==> config.mk <==
export PLATFORM = sky130hd
export DESIGN_NAME = if_fetch_unit
export DESIGN_NICKNAME = d
export VERILOG_FILES = /design/src/rtl/if_fetch_unit_pkg.sv /design/src/rtl/if_fetch_unit_fetch_queue.sv /design/src/rtl/if_fetch_unit.sv
export SDC_FILE = /design/constraint.sdc
export NUM_CORES = 1
export LEC_CHECK = 0
export ABC_CLOCK_PERIOD_IN_PS = 5900
export BUFFER_PORTS_ARGS = -buffer_cell sky130_fd_sc_hd__buf_2
export CORE_MARGIN = 2
export CORE_UTILIZATION = 62
export CTS_CLUSTER_SIZE = 40
export DETAILED_ROUTE_END_ITERATION = 7
export HOLD_SLACK_MARGIN = 0.15
export PLACE_DENSITY = 0.95
export SETUP_SLACK_MARGIN = 0.4
export SYNTH_ARGS = -nofsm -noshare
export SYNTH_HDL_FRONTEND = slang
export SYNTH_SLANG_ARGS = --single-unit
==> constraint.sdc <==
create_clock -name clk -period 5.9 [get_ports clk]
set_input_delay 1.18 -clock clk [delete_from_list [all_inputs] [get_ports clk]]
set_output_delay 1.18 -clock clk [all_outputs]
set_load 0.02 [all_outputs]
==> src/rtl/if_fetch_unit_pkg.sv <==
// -----------------------------------------------------------------------------
// if_fetch_unit_pkg
// Shared pipeline constants for the instruction-fetch stage and its neighbours:
// default reset PC, NOP encoding, PC step and the IF/ID bubble values, plus a
// helper that forces a PC onto a word boundary.
// -----------------------------------------------------------------------------
package if_fetch_unit_pkg;

  localparam logic [31:0] PKG_RESET_PC = 32'h0000_0000;
  localparam logic [31:0] NOP_INSTR    = 32'h0000_0013;  // addi x0, x0, 0
  localparam logic [31:0] PC_INC       = 32'd4;
  localparam logic [31:0] BUBBLE_PC    = 32'h0000_0000;
  localparam logic [31:0] BUBBLE_INSTR = 32'h0000_0000;

  // Instruction fetches are always word aligned; the low two bits are dropped.
  function automatic logic [31:0] align_pc(input logic [31:0] pc);
    return {pc[31:2], 2'b00};
  endfunction

endpackage

==> src/rtl/if_fetch_unit_fetch_queue.sv <==
// -----------------------------------------------------------------------------
// fetch_queue
// DEPTH-entry circular buffer of {pc, instr, filled}. Entries are allocated in
// request order, filled in response order (imem is in-order, so fills walk the
// same sequence) and popped from the head once filled.
//
// Ports
//   clk, rst          clock, asynchronous active-high reset
//   i_flush           empty the queue (all pointers and counts to zero)
//   i_alloc/i_alloc_pc  reserve the entry at the alloc pointer for this PC
//   i_fill/i_fill_data  write the instruction into the oldest unfilled entry
//   i_pop             retire the head entry (caller guarantees it is filled)
//   o_head_valid      head entry filled
//   o_head_pc/instr   head entry contents, bubble values when not valid
//   o_alloc_cnt       entries allocated and not yet popped
//   o_unfilled        entries allocated and not yet filled
// -----------------------------------------------------------------------------
module fetch_queue
  import if_fetch_unit_pkg::*;
#(
  parameter int DEPTH = 4
) (
  input  logic                         clk,
  input  logic                         rst,
  input  logic                         i_flush,
  input  logic                         i_alloc,
  input  logic [31:0]                  i_alloc_pc,
  input  logic                         i_fill,
  input  logic [31:0]                  i_fill_data,
  input  logic                         i_pop,
  output logic                         o_head_valid,
  output logic [31:0]                  o_head_pc,
  output logic [31:0]                  o_head_instr,
  output logic [$clog2(DEPTH+1)-1:0]   o_alloc_cnt,
  output logic [$clog2(DEPTH+1)-1:0]   o_unfilled
);

  localparam int AW = $clog2(DEPTH);
  localparam int CW = $clog2(DEPTH + 1);

  logic [31:0]      r_pc    [DEPTH];
  logic [31:0]      r_instr [DEPTH];
  logic [DEPTH-1:0] r_filled;
  logic [AW-1:0]    r_alloc_ptr;
  logic [AW-1:0]    r_fill_ptr;
  logic [AW-1:0]    r_head_ptr;
  logic [CW-1:0]    r_alloc_cnt;
  logic [CW-1:0]    r_unfilled;

  // Control state: pointers, counts and filled flags.
  always_ff @(posedge clk or posedge rst) begin
    if (rst) begin
      r_alloc_ptr <= '0;
      r_fill_ptr  <= '0;
      r_head_ptr  <= '0;
      r_alloc_cnt <= '0;
      r_unfilled  <= '0;
      r_filled    <= '0;
    end else if (i_flush) begin
      r_alloc_ptr <= '0;
      r_fill_ptr  <= '0;
      r_head_ptr  <= '0;
      r_alloc_cnt <= '0;
      r_unfilled  <= '0;
      r_filled    <= '0;
    end else begin
      // Alloc, fill and pop always touch distinct entries: alloc never
      // reaches the head while entries are live, a fill targets an unfilled
      // entry and a pop a filled one.
      if (i_alloc) begin
        r_filled[r_alloc_ptr] <= 1'b0;
        r_alloc_ptr           <= r_alloc_ptr + AW'(1);
      end
      if (i_fill) begin
        r_filled[r_fill_ptr] <= 1'b1;
        r_fill_ptr           <= r_fill_ptr + AW'(1);
      end
      if (i_pop) begin
        r_filled[r_head_ptr] <= 1'b0;
        r_head_ptr           <= r_head_ptr + AW'(1);
      end
      r_alloc_cnt <= r_alloc_cnt + CW'(i_alloc) - CW'(i_pop);
      r_unfilled  <= r_unfilled + CW'(i_alloc) - CW'(i_fill);
    end
  end

  // Payload storage carries no reset; validity comes from r_filled.
  always_ff @(posedge clk) begin
    if (i_alloc && !i_flush) begin
      r_pc[r_alloc_ptr] <= i_alloc_pc;
    end
    if (i_fill && !i_flush) begin
      r_instr[r_fill_ptr] <= i_fill_data;
    end
  end

  assign o_head_valid = r_filled[r_head_ptr];
  assign o_head_pc    = o_head_valid ? r_pc[r_head_ptr]    : BUBBLE_PC;
  assign o_head_instr = o_head_valid ? r_instr[r_head_ptr] : BUBBLE_INSTR;
  assign o_alloc_cnt  = r_alloc_cnt;
  assign o_unfilled   = r_unfilled;

endmodule

==> src/rtl/if_fetch_unit.sv <==
// -----------------------------------------------------------------------------
// if_fetch_unit
// Instruction-fetch stage. Owns the PC, issues in-order word fetches to imem,
// parks returned words in a PC-tagged queue and presents one {pc, instr} per
// cycle to IF/ID. A redirect from EX empties the queue, restarts fetch at the
// target and silently drops responses to requests issued before it.
//
// Ports
//   clk, rst                      clock, asynchronous active-high reset
//   imem_req_valid/ready/addr     fetch request handshake, word-aligned address
//   imem_rsp_valid/data           in-order instruction response
//   redirect_valid/pc             branch/jump restart from EX (pc[1:0] ignored)
//   if_valid/pc/instr, if_ready   head of queue towards IF/ID, 0 when empty
// -----------------------------------------------------------------------------
module if_fetch_unit
  import if_fetch_unit_pkg::*;
#(
  parameter logic [31:0] RESET_PC = PKG_RESET_PC,
  parameter int          DEPTH    = 4
) (
  input  logic        clk,
  input  logic        rst,
  output logic        imem_req_valid,
  input  logic        imem_req_ready,
  output logic [31:0] imem_req_addr,
  input  logic        imem_rsp_valid,
  input  logic [31:0] imem_rsp_data,
  input  logic        redirect_valid,
  input  logic [31:0] redirect_pc,
  output logic        if_valid,
  output logic [31:0] if_pc,
  output logic [31:0] if_instr,
  input  logic        if_ready
);

  localparam int          CW    = $clog2(DEPTH + 1);
  localparam logic [CW:0] LIMIT = (CW+1)'(DEPTH);

  logic [31:0]   r_pc;
  logic [CW-1:0] r_discard;
  logic [CW-1:0] w_discard_nxt;
  logic [CW-1:0] w_alloc_cnt;
  logic [CW-1:0] w_unfilled;
  logic [CW:0]   w_inflight;
  logic          w_req_fire;
  logic          w_fill;
  logic          w_pop;

  // Stale responses still owed by imem occupy request slots too, so a
  // redirect cannot push the number of outstanding requests past DEPTH.
  assign w_inflight     = {1'b0, w_alloc_cnt} + {1'b0, r_discard};
  assign imem_req_valid = !rst && !redirect_valid && (w_inflight < LIMIT);
  assign imem_req_addr  = r_pc;
  assign w_req_fire     = imem_req_valid && imem_req_ready;

  assign w_fill = imem_rsp_valid && !redirect_valid &&
                  (r_discard == '0) && (w_unfilled != '0);
  assign w_pop  = if_valid && if_ready && !redirect_valid;

  // On redirect every outstanding request becomes stale; a response arriving
  // in that same cycle is one of them and is consumed immediately.
  always_comb begin
    w_discard_nxt = r_discard;
    if (redirect_valid) begin
      w_discard_nxt = r_discard + w_unfilled - CW'(imem_rsp_valid);
    end else if (imem_rsp_valid && (r_discard != '0)) begin
      w_discard_nxt = r_discard - CW'(1);
    end
  end

  always_ff @(posedge clk or posedge rst) begin
    if (rst) begin
      r_pc      <= align_pc(RESET_PC);
      r_discard <= '0;
    end else begin
      r_discard <= w_discard_nxt;
      if (redirect_valid) begin
        r_pc <= align_pc(redirect_pc);
      end else if (w_req_fire) begin
        r_pc <= r_pc + PC_INC;
      end
    end
  end

  fetch_queue #(
    .DEPTH (DEPTH)
  ) u_queue (
    .clk          (clk),
    .rst          (rst),
    .i_flush      (redirect_valid),
    .i_alloc      (w_req_fire),
    .i_alloc_pc   (r_pc),
    .i_fill       (w_fill),
    .i_fill_data  (imem_rsp_data),
    .i_pop        (w_pop),
    .o_head_valid (if_valid),
    .o_head_pc    (if_pc),
    .o_head_instr (if_instr),
    .o_alloc_cnt  (w_alloc_cnt),
    .o_unfilled   (w_unfilled)
  );

  // A response with no request outstanding means imem broke its contract.
  always_ff @(posedge clk) begin
    if (!rst && imem_rsp_valid) begin
      assert ((r_discard != '0) || (w_unfilled != '0));
    end
  end

endmodule
Yosys cells after proc, flatten, opt, wreduce, memory -nomap -nowiden
Memories as Yosys holds them, arrays and structs flattened.
Index checks and enable logic that the tools add are counted.
{ "word_totals": {"regBits": 51, "mem_bits_rw": 256, "inputBits": 70, "output_inout_bits": 98, "wordCells": 89, "memories": 2} }
{ "op_classes": {"n_addsub": 12, "n_lt_le_gt_ge": 7, "muxes": 32, "bitwise_logic": 5, "n_reduce_logical": 23} }
{ "mem_list": {"columns": ["name", "words", "word_bits", "rd", "rd_ports_with_merged_regs", "write_ports", "line_no", "source"], "rows": [
  ["u_queue.r_instr", 4, 32, 1, 0, 1, "if_fetch_unit_fetch_queue.sv:42", "logic [31:0] r_instr [DEPTH];"],
  ["u_queue.r_pc", 4, 32, 1, 0, 1, "if_fetch_unit_fetch_queue.sv:41", "logic [31:0] r_pc [DEPTH];"]
]} }
{ "ops": {"columns": ["op", "count"], "rows": [
  ["2-to-1 mux 32 bit", 4],
  ["adder 32 x 3 -> 32 bit, second input constant", 1],
  ["2-to-1 mux 4 bit", 6],
  ["logical AND 1 bit", 14],
  ["2-to-1 mux 2 bit", 6],
  ["2-to-1 mux 3 bit", 4],
  ["< comparator 2 x 3 -> 1 bit, second input constant", 3],
  ["subtractor 3 x 1 -> 3 bit", 3],
  ["AND 4 bit", 2],
  ["2-to-1 mux 1 bit", 8],
  ["NOT 4 bit", 2],
  ["nonzero test 2 bit", 4],
  ["adder 2 x 1 -> 2 bit, second input constant", 3],
  ["adder 3 x 1 -> 3 bit", 2],
  ["demux 1 bit (select 2 bit)", 3],
  [">= comparator 2 x 1 -> 1 bit, second input constant", 3],
  ["nonzero test 3 bit", 2],
  ["adder 3 x 3 -> 4 bit", 1],
  ["< comparator 4 x 3 -> 1 bit, second input constant", 1],
  ["bitwise OR 4 bit", 1],
  ["adder 3 bit", 1],
  ["logical NOT 3 bit", 1],
  ["subtractor 3 x 1 -> 3 bit, second input constant", 1],
  ["binary-select mux 1 bit (select 2 bit)", 1],
  ["logical NOT 1 bit", 2]
]} }

Depth between registers and ports, before layout
Gate-level depths: netlist of run 1.
{ "depth": {"ltp_word": 14, "ltp_mapped": 12, "depth_no_buf": 11} }

Hierarchy
A second synthesis of run 1 with hierarchy kept.
{ "hier_totals": {"cells_unflattened": 754, "hier_area_um2": 13020.0} }
{ "modules_own_cells": {"columns": ["module", "n_inst", "cells_per_inst", "area_per_inst_um2"], "rows": [
  ["fetch_queue", 1, 501, 10795.4],
  ["if_fetch_unit", 1, 253, 2224.6]
]} }

Least setup slack after synthesis of run 1
Ideal clock, no wire load.
{ "synth_path": {"path_type": "input to register", "start": "in redirect_valid", "end": "reg u_queue.r_alloc_cnt[2] (netlist: u_queue.o_alloc_cnt[2])", "setup_ns": 0.132, "arrival_ns": 3.138, "t_required_ns": 5.768, "path_slack_ns": 2.630, "cell_stages": 11, "path_buffers": 3, "cell_sequence": "clkbuf_1 > clkbuf_1 > buf_1 > nor2_1 > ha_1 > inv_1 > ha_1 > inv_1 > fa_1 > xnor2_1 > nor2_1"} }
{ "synth_between": {"elab_chain_len": 7} }
{ "synth_lines": {"columns": ["element", "line_no", "source"], "rows": [
  ["from (decl)", "if_fetch_unit.sv:28", "input logic redirect_valid,"],
  ["logical NOT 1 bit", "if_fetch_unit.sv:52, if_fetch_unit.sv:58", null],
  ["logical AND 1 bit (2 in series)", "if_fetch_unit.sv:52", "assign imem_req_valid = !rst && !redirect_valid && (w_inflight < LIMIT);"],
  ["logical AND 1 bit", "if_fetch_unit.sv:54", "assign w_req_fire = imem_req_valid && imem_req_ready;"],
  ["adder 3 x 1 -> 3 bit", "if_fetch_unit_fetch_queue.sv:82", "r_alloc_cnt <= r_alloc_cnt + CW'(i_alloc) - CW'(i_pop);"],
  ["subtractor 3 x 1 -> 3 bit", "if_fetch_unit_fetch_queue.sv:82", null],
  ["2-to-1 mux 3 bit (*)", "if_fetch_unit_fetch_queue.sv:59", "end else if (i_flush) begin"],
  ["to (signal assigned)", "if_fetch_unit_fetch_queue.sv:82", null],
  ["to (decl)", "if_fetch_unit_fetch_queue.sv:47", "logic [CW-1:0] r_alloc_cnt;"]
]} }
Mark *: on every way between the ends. The rest lies on a longest branch, timed or not.
A chain may end at the register's enable or synchronous reset.

Final worst setup path of run 1
{ "layout_path": {"start": "reg u_queue.r_head_ptr[0]", "end": "out if_instr[3]"} }
{ "layout_between": {"elab_chain_len": 3} }
{ "layout_lines": {"columns": ["element", "line_no", "source"], "rows": [
  ["from (decl)", "if_fetch_unit_fetch_queue.sv:46", "logic [AW-1:0] r_head_ptr;"],
  ["from (signal assigned)", "if_fetch_unit_fetch_queue.sv:80", "r_head_ptr <= r_head_ptr + AW'(1);"],
  ["binary-select mux 1 bit (select 2 bit)", "if_fetch_unit_fetch_queue.sv:97", "assign o_head_valid = r_filled[r_head_ptr];"],
  ["2-to-1 mux 1 bit (implied by the code)", "if_fetch_unit_fetch_queue.sv:97", null],
  ["2-to-1 mux 32 bit (*)", "if_fetch_unit_fetch_queue.sv:99", "assign o_head_instr = o_head_valid ? r_instr[r_head_ptr] : BUBBLE_INSTR;"],
  ["to (decl)", "if_fetch_unit.sv:32", "output logic [31:0] if_instr,"]
]} }
Mark *: on every way between the ends. The rest lies on a longest branch, timed or not. The select of a mux whose other input is x is not followed.

==> impl_results.md, run 1 <==
- Crit path launch type: flop
- Routed wire length: 27400 um
- Average size of a mapped cell: approximately 17 um^2
- Gr ovfl total: 0
- Placed wire-length estimate: approximately 16000 um
- Asr flop ratio synth: 0.165
- CP Cell Sequence: buf_4 > mux4_2 > and2_1 > buf_2
- Clock skew: ~0.014 ns
- Worst Path Required: 4.72 ns
- Post-route ant nets: 0
- Number of core rows: 52
- Post-CTS sizing: 0
- Area growth, synth to finish: 16.5%
- Register area share after synthesis: 0.692
- DR vias: between 7k and 8k
- First-pass GRT wire length: between 40000 and 50000 um
- CTS HTree Levels: 1
- Clock network fraction of total power: 0.395
- CTS Sinks: about 300
- #FFs+latches synth: 297
- Gp weighted congestion: roughly 0.87
- Crit share post-route: 0.717
- Top delay family on crit path: buffers and inverters
- Main synth FF type: edfxtp_1
- Starting density of the core: 0.626
- CP Class: flop to output port
- Hold Crit Start: r_discard[2]
- Highest clock rate: between 0.2 and 0.25 GHz
- Hold-fix buffers, CTS: 0
- Die W: between 100 and 150 um
- Most frequent cells in the layout: edfxtp_1, buf_2, and2_1
- Mapped Cells: between 700 and 800
- Fill count: 1208
- Status: finished clean
- DRT iter0 DRCs: approximately 620
- Die Ht: around 150 um
- Arr. time, crit path: 3.05 ns
- Min cycle time layout: 4.23 ns
- P_sw: 1070 uW
- Dpl ws: 2.00 ns
- Final setup violation count: 0
- Critical path's slowest cell: buf_4
- Die area: between 20000 and 25000 um^2
- Share of cells above drive strength 1: 0.317
- Final hold vios: 0
- Largest fanout on the critical path: 44
- CTS Buf Count: 28
- Slew Limit Fails: 0
- Rel. slew slack: 0.216
- Maximum vdd drop: about 0.22 mV
- Initial antenna violation count: 1
- # Post-CTS Setup Buffers: 0
- Commonest non-fill, non-tap cell in the layout: edfxtp_1
- Clk Latency, worst-skew pair: roughly 0.53 ns
- Total core area: about 20000 um^2
- Worst setup EP type: output port
- Pwr dens: ~320 nW/um^2
- Critical Path Source: u_queue.r_head_ptr[0]
- Setup_tns: 0 ns
- Leak: approximately 0.0054 uW
- CTS tree: yes
- Reg clk slew, reported paths: approximately 0.070 ns
- Comb power frac: 0.079
- WP buf/inv: 2
- P_int: 3600 uW
- Drt wl/cell: around 23 um
- PortBufs: between 150 and 200
- Pin count of the biggest net entering global routing: 67
- Synthesized cell area: about 13000 um^2
- Vias/cell: 6.09
- Yosys warning count: 0
- NumNets Final: about 1.0k
- FF/Latch Area: about 8700 um^2
- Number of flops mapped to enable cells by yosys: roughly 250
- Total GRT Usage: 0.260
- Multi-input logic area: about 3600 um^2
- Drt pass-1 iters: 5
- Root Buffer Master: clkbuf_16
- Unique masters post-synth: 51
- Slew @ Worst Pin: between 1 and 1.5 ns
- Hold crit path type: flop to flop
- Longest Clk Path Bufs: 3
- Vias in the first global route: 7454
- Critical path's largest stage delay: roughly 0.76 ns
- Flop pwr share: 0.526
- Final WS setup: 1.67 ns
- Sw frac: 0.229
- Ports: 168
- RSZ-0062 raised after global routing: no
- DRC Markers: 0
- Origin of the critical flop-to-flop path: u_queue.r_head_ptr[0]
- Max cap viols: 0
==> cell families after synthesis <==
group | after synthesis | synth area share
XOR/XNOR | 13 | 0.00908
multiplexers | 70 | 0.119
buffers and inverters | 65 | 0.0217
other | 1 | 0.000299
adder cells (fa/ha/maj) | 27 | 0.0287
AO/OA/AOI/OAI | 63 | 0.0334
flip-flops | 297 | 0.692
AND/OR/NAND/NOR | 214 | 0.0959
==> path summary, 6_finish.rpt <==
check	endpoint	depth (start not counted)	slack [ns]
worst max-delay path	if_instr[3]	4	1.67
worst min-delay path	r_discard[2]	1	0.51
worst max register to register	u_queue.o_alloc_cnt[2]	10	2.19
worst min register to register	r_discard[2]	1	0.51
max in group asynchronous	u_queue.r_head_ptr[0]	3	4.55
min in group asynchronous	u_queue.o_alloc_cnt[1]	3	0.84
==> sequential cells by signal (all words and copies together), names as in the netlist <==
| register | count |
|---|---|
| r_discard | 3 |
| u_queue.r_instr | 128 |
| u_queue.r_fill_ptr | 2 |
| u_queue.r_alloc_ptr | 2 |
| u_queue.r_pc | 120 |
| u_queue.o_unfilled | 3 |
| u_queue.r_head_ptr | 2 |
| imem_req_addr | 30 |
| u_queue.o_alloc_cnt | 3 |
| u_queue.r_filled | 4 |
==> final cells by class <==
class / instances / area share
Clock inverter: 17 / 0.0119
Antenna cell: 1 / 0.000171
Inverter: 25 / 0.00643
Multi-Input combinational cell: 391 / 0.247
Tap cell: 270 / 0.0231
Clock buffer: 35 / 0.0547
Timing Repair Buffer: 176 / 0.0629
Sequential cell: 297 / 0.594
==> cells in the mapped netlist (10+ instances only) <==
cell type	count	area, um^2
o21ai_0	18	90.1
clkbuf_1	23	86.3
ha_1	24	300
and2_1	73	457
nor2_1	23	86.3
a21oi_1	11	55.1
buf_2	10	50.1
edfxtp_1	248	7450
inv_1	24	90.1
dfrtp_1	49	1230
nand3_1	23	115
nand2_1	43	161
mux4_2	63	1420
==> metrics by stage <==
step | util | cell area (um^2) | std cells | total power [uW] | hold slack [ns]
3_5_place_dp | 0.680 | 13600 | 1159 | 2850 | 0.499
2_1_floorplan | - | 12500 | 753 | 2700 | 0.466
6_report | 0.729 | 14600 | 1212 | 4670 | 0.513
4_1_cts | 0.729 | 14600 | 1211 | 4680 | 0.511
3_3_place_gp | 0.680 | 13600 | 1159 | 2830 | 0.493
5_1_grt | 0.729 | 14600 | 1212 | 4820 | 0.553
==> metal layers <==
metal / global-route usage / vias up / part of all wire
met3: 0.0341 / 57 / 0.067
met1: 0.363 / 3733 / 0.38
met4: 0.0694 / 0 / 0.024
met2: 0.442 / 371 / 0.53
li1: - / 3215 / -
met5: 0 / - / 0
==> power groups by stage <==
stage	clock network, uW	registers (uW)	logic (uW)
final	1850	2450	368
after global routing	1950	2460	407
after CTS	1860	2450	368
after detailed placement	0	2490	360
after global placement	0	2490	345
after floorplan	0	2490	208
Note: power is estimated with default switching activity, not from simulation.
==> run 2: changes to the inputs <==
--- a/config.mk
+++ b/config.mk
@@ -5,14 +5,15 @@
 export SDC_FILE = /design/constraint.sdc
 export NUM_CORES = 1
 export LEC_CHECK = 0
-export ABC_CLOCK_PERIOD_IN_PS = 5900
+export ABC_AREA = 1
+export ABC_CLOCK_PERIOD_IN_PS = 3600
 export BUFFER_PORTS_ARGS = -buffer_cell sky130_fd_sc_hd__buf_2
 export CORE_MARGIN = 2
-export CORE_UTILIZATION = 62
+export CORE_UTILIZATION = 53
 export CTS_CLUSTER_SIZE = 40
 export DETAILED_ROUTE_END_ITERATION = 7
 export HOLD_SLACK_MARGIN = 0.15
-export PLACE_DENSITY = 0.95
+export PLACE_DENSITY = 0.89
 export SETUP_SLACK_MARGIN = 0.4
 export SYNTH_ARGS = -nofsm -noshare
 export SYNTH_HDL_FRONTEND = slang
==> constraint.sdc (replaced) <==
create_clock -name clk -period 3.6 [get_ports clk]
set_input_delay 0.72 -clock clk [delete_from_list [all_inputs] [get_ports clk]]
set_output_delay 0.72 -clock clk [all_outputs]
set_load 0.02 [all_outputs]
==> run 2 against run 1 <==
Compared with the run above:
- first-iteration DRC count increased by 59%
- core utilization decreased by 12 points
- synthesized area increased by 7.1%
- largest power group unchanged
- clock skew decreased by 0.0040 ns
- register-to-register slack got worse by 1.4 ns
==> impl_results.md, run 2 <==
- Starting density of the core: 0.536 (-0.0892)
- Clk Latency, worst-skew pair: 0.54 ns (about the same)
- Highest clock rate: 0.323 GHz
- Flop pwr share: 0.533 (+0.007)
- Vias in the first global route: 9515 (+28%)
- Rel. slew slack: 0.284 (+0.0679)
- Hold-fix buffers, CTS: 0 (unchanged)
- PortBufs: 161 (unchanged)
- Register area share after synthesis: 0.646 (-0.0460)
- Yosys warning count: 0 (unchanged)
- CTS Sinks: 297 (unchanged)
- CTS Buf Count: 28 (unchanged)
- Status: finished clean
- Total core area: 25000 um^2 (+25%)
- Largest cells by area after synthesis: edfxtp_1, dfrtp_1, nand2_1
- Final setup violation count: 0 (unchanged)
- Most common library cells after synthesis: nand2_1, edfxtp_1, nor2_1
- Comb power frac: 0.096 (+0.017)
- CP Cell Sequence: clkinv_2 > buf_16 > o21ai_0 > o22ai_1 > nand2_1 > inv_1 > buf_2
- WP buf/inv: 4 (+2)
- Worst Path Required: 2.88 ns (-1.84 ns)
- DRC Markers: 0 (unchanged)
- CP Class: flop to output port
- Commonest non-fill, non-tap cell in the layout: nand2_1
- Die area: 26600 um^2 (+25%)
- Top-count cell post-synth: nand2_1
- Non-filler cells, final: 1802 (+49%)
- Clock network fraction of total power: 0.372 (-0.023)
- Longest Clk Path Bufs: 3 (unchanged)
- Max cap viols: 0 (unchanged)
- Largest fanout on the critical path: 126 (+190%)
- Slew Limit Fails: 0 (unchanged)
- Drt wl/cell: 17.3 um (-23%)
- Sw frac: 0.251 (+0.0226)
- Synth top area share: 0.555 (-0.0395)
- Reg clk slew, reported paths: 0.07 ns (about the same)
- Average size of a mapped cell: 10.3 um^2 (-38%)
- Number of core rows: 58 (+12%)
- Gr ovfl total: 0 (unchanged)
- Area growth, synth to finish: 14.2%
- Unique masters post-synth: 34 (-33%)
- Crit share post-route: 0.861
- CTS tree: yes
- Slew @ Worst Pin: 1.07 ns (-0.103 ns)
- Vias/cell: 5.53 (-9.1%)
- Initial antenna violation count: 2 (+1)
- Crit path launch type: flop
- First-pass GRT wire length: 48600 um (+14%)
- #FFs+latches synth: 297 (unchanged)
- CTS HTree Levels: 1 (unchanged)
- Total GRT Usage: 0.234 (-0.0253)
- Max FFs per register: 128 (unchanged)
- NumNets Final: 1547 (+52%)
- Main synth FF type: edfxtp_1
- Drt pass-1 iters: 6 (+1)
- Hold WS: 0.387 ns (-0.126 ns)
- Number of flops mapped to enable cells by yosys: 248 (unchanged)
- Mapped Cells: 1305 (+74%)
- RSZ-0062 raised after global routing: yes
- Root Buffer Master: clkbuf_16
- Synthesized cell area: 13400 um^2 (+7.1%)
- Worst setup EP type: output port
- Design Area, Final: 15300 um^2 (+5.0%)
- Placed wire-length estimate: 19400 um (+22%)
- Pwr dens: 502 nW/um^2 (+57%)
- Pin count of the biggest net entering global routing: 127 (+90%)
- Number of cells in the design after placement: 1750 (+51%)
- Antenna Cells: 0 (-1)
- DR vias: 9974 (+35%)
- Most frequent cells in the layout: nand2_1, edfxtp_1, nor2_1
- Share of cells above drive strength 1: 0.168 (-0.148)
- Ports: 168 (unchanged)
- Asr flop ratio synth: 0.165 (unchanged)
- Die W: 163 um (+12%)
- Die Ht: 163 um (+12%)
- Post-route ant nets: 0 (unchanged)
- Leak: 0.00670 uW (+23%)
- Synth area leader: edfxtp_1
- Maximum vdd drop: 0.308 mV (+42%)
- Setup_tns: 0 ns (unchanged)
- DRT iter0 DRCs: 992 (+59%)
- Arr. time, crit path: 2.38 ns (-0.67 ns)
- P_sw: 1930 uW (+81%)
- Min cycle time layout: ~3.1 ns
- Critical path's largest stage delay: 0.52 ns (-0.24 ns)
- Hold crit path type: primary input to flop
- Clock skew: 0.0103 ns (-0.00396 ns)
- Final hold vios: 0 (unchanged)
- Gp weighted congestion: 0.919 (+5.5%)
- Top reg by flops: u_queue.r_instr
- Routed wire length: 31100 um (+14%)
- Dpl cell area: 14400 um^2 (+5.8%)
- Critical path's slowest cell: dfrtp_4
- P_int: 5760 uW (+60%)
- Top delay family on crit path: buffers and inverters
-- run 2: worst paths after layout --
path | slack [ns] | cells past startpoint | from | end
min in group asynchronous | 0.46 | 2 | rst | u_queue.o_alloc_cnt[2]
setup / recovery | 0.50 | 7 | u_queue.r_head_ptr[0] | if_instr[16]
max in group asynchronous | 2.36 | 2 | rst | u_queue.r_head_ptr[0]
hold / removal | 0.39 | 3 | redirect_pc[17] | imem_req_addr[17]
hold reg to reg | 0.56 | 1 | u_queue.r_fill_ptr[0] | u_queue.r_fill_ptr[0]
setup reg to reg | 0.77 | 12 | r_discard[2] | u_queue.o_unfilled[2]
-- run 2: final cells by class --
class	count	area (um^2)
repair buffers	178	965
multi-input cells	807	3870
clock inverters	22	170
flip-flops and latches	297	8680
clock buffers	30	729
inverters	138	519
well taps	330	413
fillers	1954	9700
-- run 2: tightest hold or removal path: cells and delay by family --
kind | cells | cell delay (ns)
AND/OR/NAND/NOR | 2 | 0.10
buffers and inverters | 1 | 0.07
-- run 2: stage by stage --
step            util  total power, uW  setup WS [ns]
5_1_grt        0.613             7980          0.367
3_3_place_gp   0.576             4850          0.757
2_1_floorplan      -             4600          0.975
3_5_place_dp   0.576             4890          0.703
4_1_cts        0.612             7720          0.423
6_report       0.613             7690          0.501
-- run 2: logic make-up after synthesis --
logic type      count (synthesis)  share of synthesized area
fa+ha+maj                      27                     0.0268
xor+xnor                       16                     0.0104
flops                         297                      0.646
other cells                     1                   0.000279
simple gates                  545                      0.163
buf+inv                       204                     0.0671
compound gates                215                     0.0868
-- run 2: routing by layer --
layer,share of wire,wire length (um),track usage,vias up
met5,0.00067,21,0,-
met4,0.029,916,0.0841,4
met3,0.087,2700,0.0333,68
met2,0.49,15200,0.396,481
met1,0.39,12300,0.311,4751
li1,-,-,-,4670
-- run 2: timing repair --
item | in CTS | in global routing
endpoints found under the setup margin | 5 | 11
buffers inserted | 0 | 0
gates cloned | 0 | 0
gates resized for setup | 1 | 3
hold endpoints to repair | 0 | 0
-- run 2: power by group through the flow --
stage | clock, uW | sequential (uW) | combinational, uW
2_1_floorplan | 0 | 4140 | 460
4_1_cts | 2890 | 4090 | 741
5_1_grt | 3030 | 4120 | 831
6_report | 2860 | 4100 | 738
3_5_place_dp | 0 | 4160 | 734
3_3_place_gp | 0 | 4150 | 699
==> run 3: changes to the inputs <==
--- a/config.mk
+++ b/config.mk
@@ -9,11 +9,11 @@
 export ABC_CLOCK_PERIOD_IN_PS = 3600
 export BUFFER_PORTS_ARGS = -buffer_cell sky130_fd_sc_hd__buf_2
 export CORE_MARGIN = 2
-export CORE_UTILIZATION = 53
+export CORE_UTILIZATION = 45
 export CTS_CLUSTER_SIZE = 40
 export DETAILED_ROUTE_END_ITERATION = 7
 export HOLD_SLACK_MARGIN = 0.15
-export PLACE_DENSITY = 0.89
+export PLACE_DENSITY = 0.79
 export SETUP_SLACK_MARGIN = 0.4
 export SYNTH_ARGS = -nofsm -noshare
 export SYNTH_HDL_FRONTEND = slang
==> run 3 against run 2 <==
Compared with the run above:
- non-clock buffer count rose by 4
- maximum frequency grew 0.71%
- first-iteration DRC count fell by 7.9%
- clock skew decreased by 0.0014 ns
- worst setup slack better by 0.022 ns
- cell count increased by 3.8%
- worst hold slack worse by 0.20 ns
- sequential share of layout area is 1.1 points lower
- sequential power hardly changed
- highest routed layer unchanged
==> impl_results.md, run 3 (synthesis gave the netlist of run 2 again) <==
- Status: finished clean
- CTS Sinks: 297 (unchanged)
- Antenna Cells: 0 (unchanged)
- DRC Markers: 0 (unchanged)
- Vias/cell: 5.24 (-5.3%)
- Root Buffer Master: clkbuf_16
- Hold crit path type: primary input to async pin
- First-pass GRT wire length: 50700 um (+4.3%)
- PortBufs: 161 (unchanged)
- Maximum vdd drop: 0.336 mV (+9.2%)
- Die Ht: 177 um (+8.3%)
- Gp weighted congestion: 0.938 (+2.1%)
- Leak: 0.00681 uW (+1.6%)
- Worst Path Required: 2.88 ns (about the same)
- Drt wl/cell: 17.4 um (+0.80%)
- Total GRT Usage: 0.208 (-0.0265)
- Starting density of the core: 0.455 (-0.0809)
- Largest fanout on the critical path: 45 (-64%)
- Die area: 31200 um^2 (+17%)
- Area growth, synth to finish: 16.6%
- Worst setup EP type: output port
- Crit share post-route: 0.855 (-0.00609)
- Clock skew: 0.00887 ns (-0.00142 ns)
- Max cap viols: 0 (unchanged)
- NumNets Final: 1554 (+0.45%)
- Reg clk slew, reported paths: 0.06 ns (about the same)
- Routed wire length: 32600 um (+4.7%)
- Hold-fix buffers, CTS: 0 (unchanged)
- Die W: 177 um (+8.3%)
- Initial antenna violation count: 1 (-1)
- Commonest non-fill, non-tap cell in the layout: nand2_1
- RSZ-0062 raised after global routing: no
- Gr ovfl total: 0 (unchanged)
- CTS tree: yes
- Clk Latency, worst-skew pair: 0.55 ns (about the same)
- Vias in the first global route: 9521 (+0.063%)
- Critical Path Source: u_queue.r_head_ptr[1]
- Number of core rows: 63 (+8.6%)
- Final hold vios: 0 (unchanged)
- Number of cells in the design after placement: 1812 (+3.5%)
- Longest Clk Path Bufs: 3 (unchanged)
- Fill count: 2578 (+32%)
- Ports: 168 (unchanged)
- Pwr dens: 512 nW/um^2 (+2.0%)
- Arr. time, crit path: 2.36 ns (-0.02 ns)
- CTS Buf Count: 31 (+11%)
- Slew @ Worst Pin: 0.515 ns (-0.558 ns)
- Final setup violation count: 0 (unchanged)
- Rel. slew slack: 0.656 (+0.372)
- DRT iter0 DRCs: 914 (-7.9%)
- Total core area: 29500 um^2 (+18%)
- Placed wire-length estimate: 19800 um (+2.1%)
- Top reg by flops: u_queue.r_instr
- Most frequent cells in the layout: nand2_1, edfxtp_1, nor2_1
- Origin of the critical flop-to-flop path: r_discard[2]
- CTS HTree Levels: 1 (unchanged)
- Share of cells above drive strength 1: 0.172 (+0.00370)
- DR vias: 9802 (-1.7%)
- Highest clock rate: 0.325 GHz (+0.71%)
- Drt pass-1 iters: 5 (-1)
- Min cycle time layout: 3.08 ns (-0.0219 ns)
- Slew Limit Fails: 0 (unchanged)
- Setup_tns: 0 ns (unchanged)
- Pin count of the biggest net entering global routing: 65 (-49%)
- CP Class: flop to output port
- Non-filler cells, final: 1871 (+3.8%)
- Crit path launch type: flop
- Max FFs per register: 128 (unchanged)
- Post-route ant nets: 0 (unchanged)
==> run 3: cell types whose count changed in the layout (fill, tap and decap cells not counted) <==
cell and delta:
clkbuf_8 +1, dfrtp_2 -1, clkbuf_16 +3, dfrtp_4 +1, clkinv_1 -1, clkinv_2 -3
bufbuf_16 +1, bufinv_16 +2, buf_12 +3, clkinv_4 +2, buf_4 -1, clkbuf_1 +3
inv_2 -1
==> run 3: power breakdown <==
group	total, uW	switching [uW]	internal, uW
sequential	4100	212	3890
combinational	733	470	263
clock	3180	1300	1880
total	8010	1980	6030
==> run 3: area by class of cell <==
cell class,instances,area (um^2),area share
Inverter,138,528,0.0337
Tap cell,390,488,0.0312
Clock inverter,21,216,0.0138
Sequential cell,297,8680,0.554
Clock buffer,36,805,0.0514
Timing Repair Buffer,182,1070,0.0686
Multi-Input combinational cell,807,3870,0.247
==> run 3: repair_timing <==
item	4_1_cts	5_1_grt
buffers inserted	0	0
gates resized for setup	7	5
endpoints found under the setup margin	63	58
gates cloned	1	1
==> run 3: final timing paths <==
check                                         endpoint  slack (ns)  depth (start not counted)
min in group clk                     imem_req_addr[18]        0.38                          3
worst min register to register     u_queue.r_filled[2]        0.57                          4
max in group asynchronous            imem_req_addr[19]        2.63                          3
worst min-delay path                      r_discard[1]        0.19                          2
worst max-delay path                         if_pc[22]        0.52                          6
worst max register to register  u_queue.o_alloc_cnt[2]        0.92                         12
==> run 3: layer usage <==
layer  up-vias  part of all wire  GRT usage
met4         2             0.027     0.0661
met5         -           0.00037          0
met2       375              0.49      0.361
met3        62             0.077     0.0365
li1       4679                 -          -
met1      4684              0.40      0.265
==> run 3: stage by stage <==
stage / setup WS [ns] / util / area (um^2) / hold WS (ns) / total power, uW
3_3_place_gp: 0.730 / 0.493 / 14500 / 0.537 / 4860
5_1_grt: 0.380 / 0.531 / 15700 / 0.221 / 8320
2_1_floorplan: 0.975 / - / 13400 / 0.513 / 4600
4_1_cts: 0.424 / 0.530 / 15600 / 0.189 / 8070
6_report: 0.523 / 0.531 / 15700 / 0.190 / 8010
3_5_place_dp: 0.683 / 0.493 / 14500 / 0.550 / 4900
==> run 3: critical path, cell delays in order, from the launching register on <==
cell     delay (ns)
dfrtp_4        0.62
buf_6          0.38
o21ai_0        0.16
o22ai_1        0.33
nand2_1        0.09
inv_1          0.06
buf_2          0.15
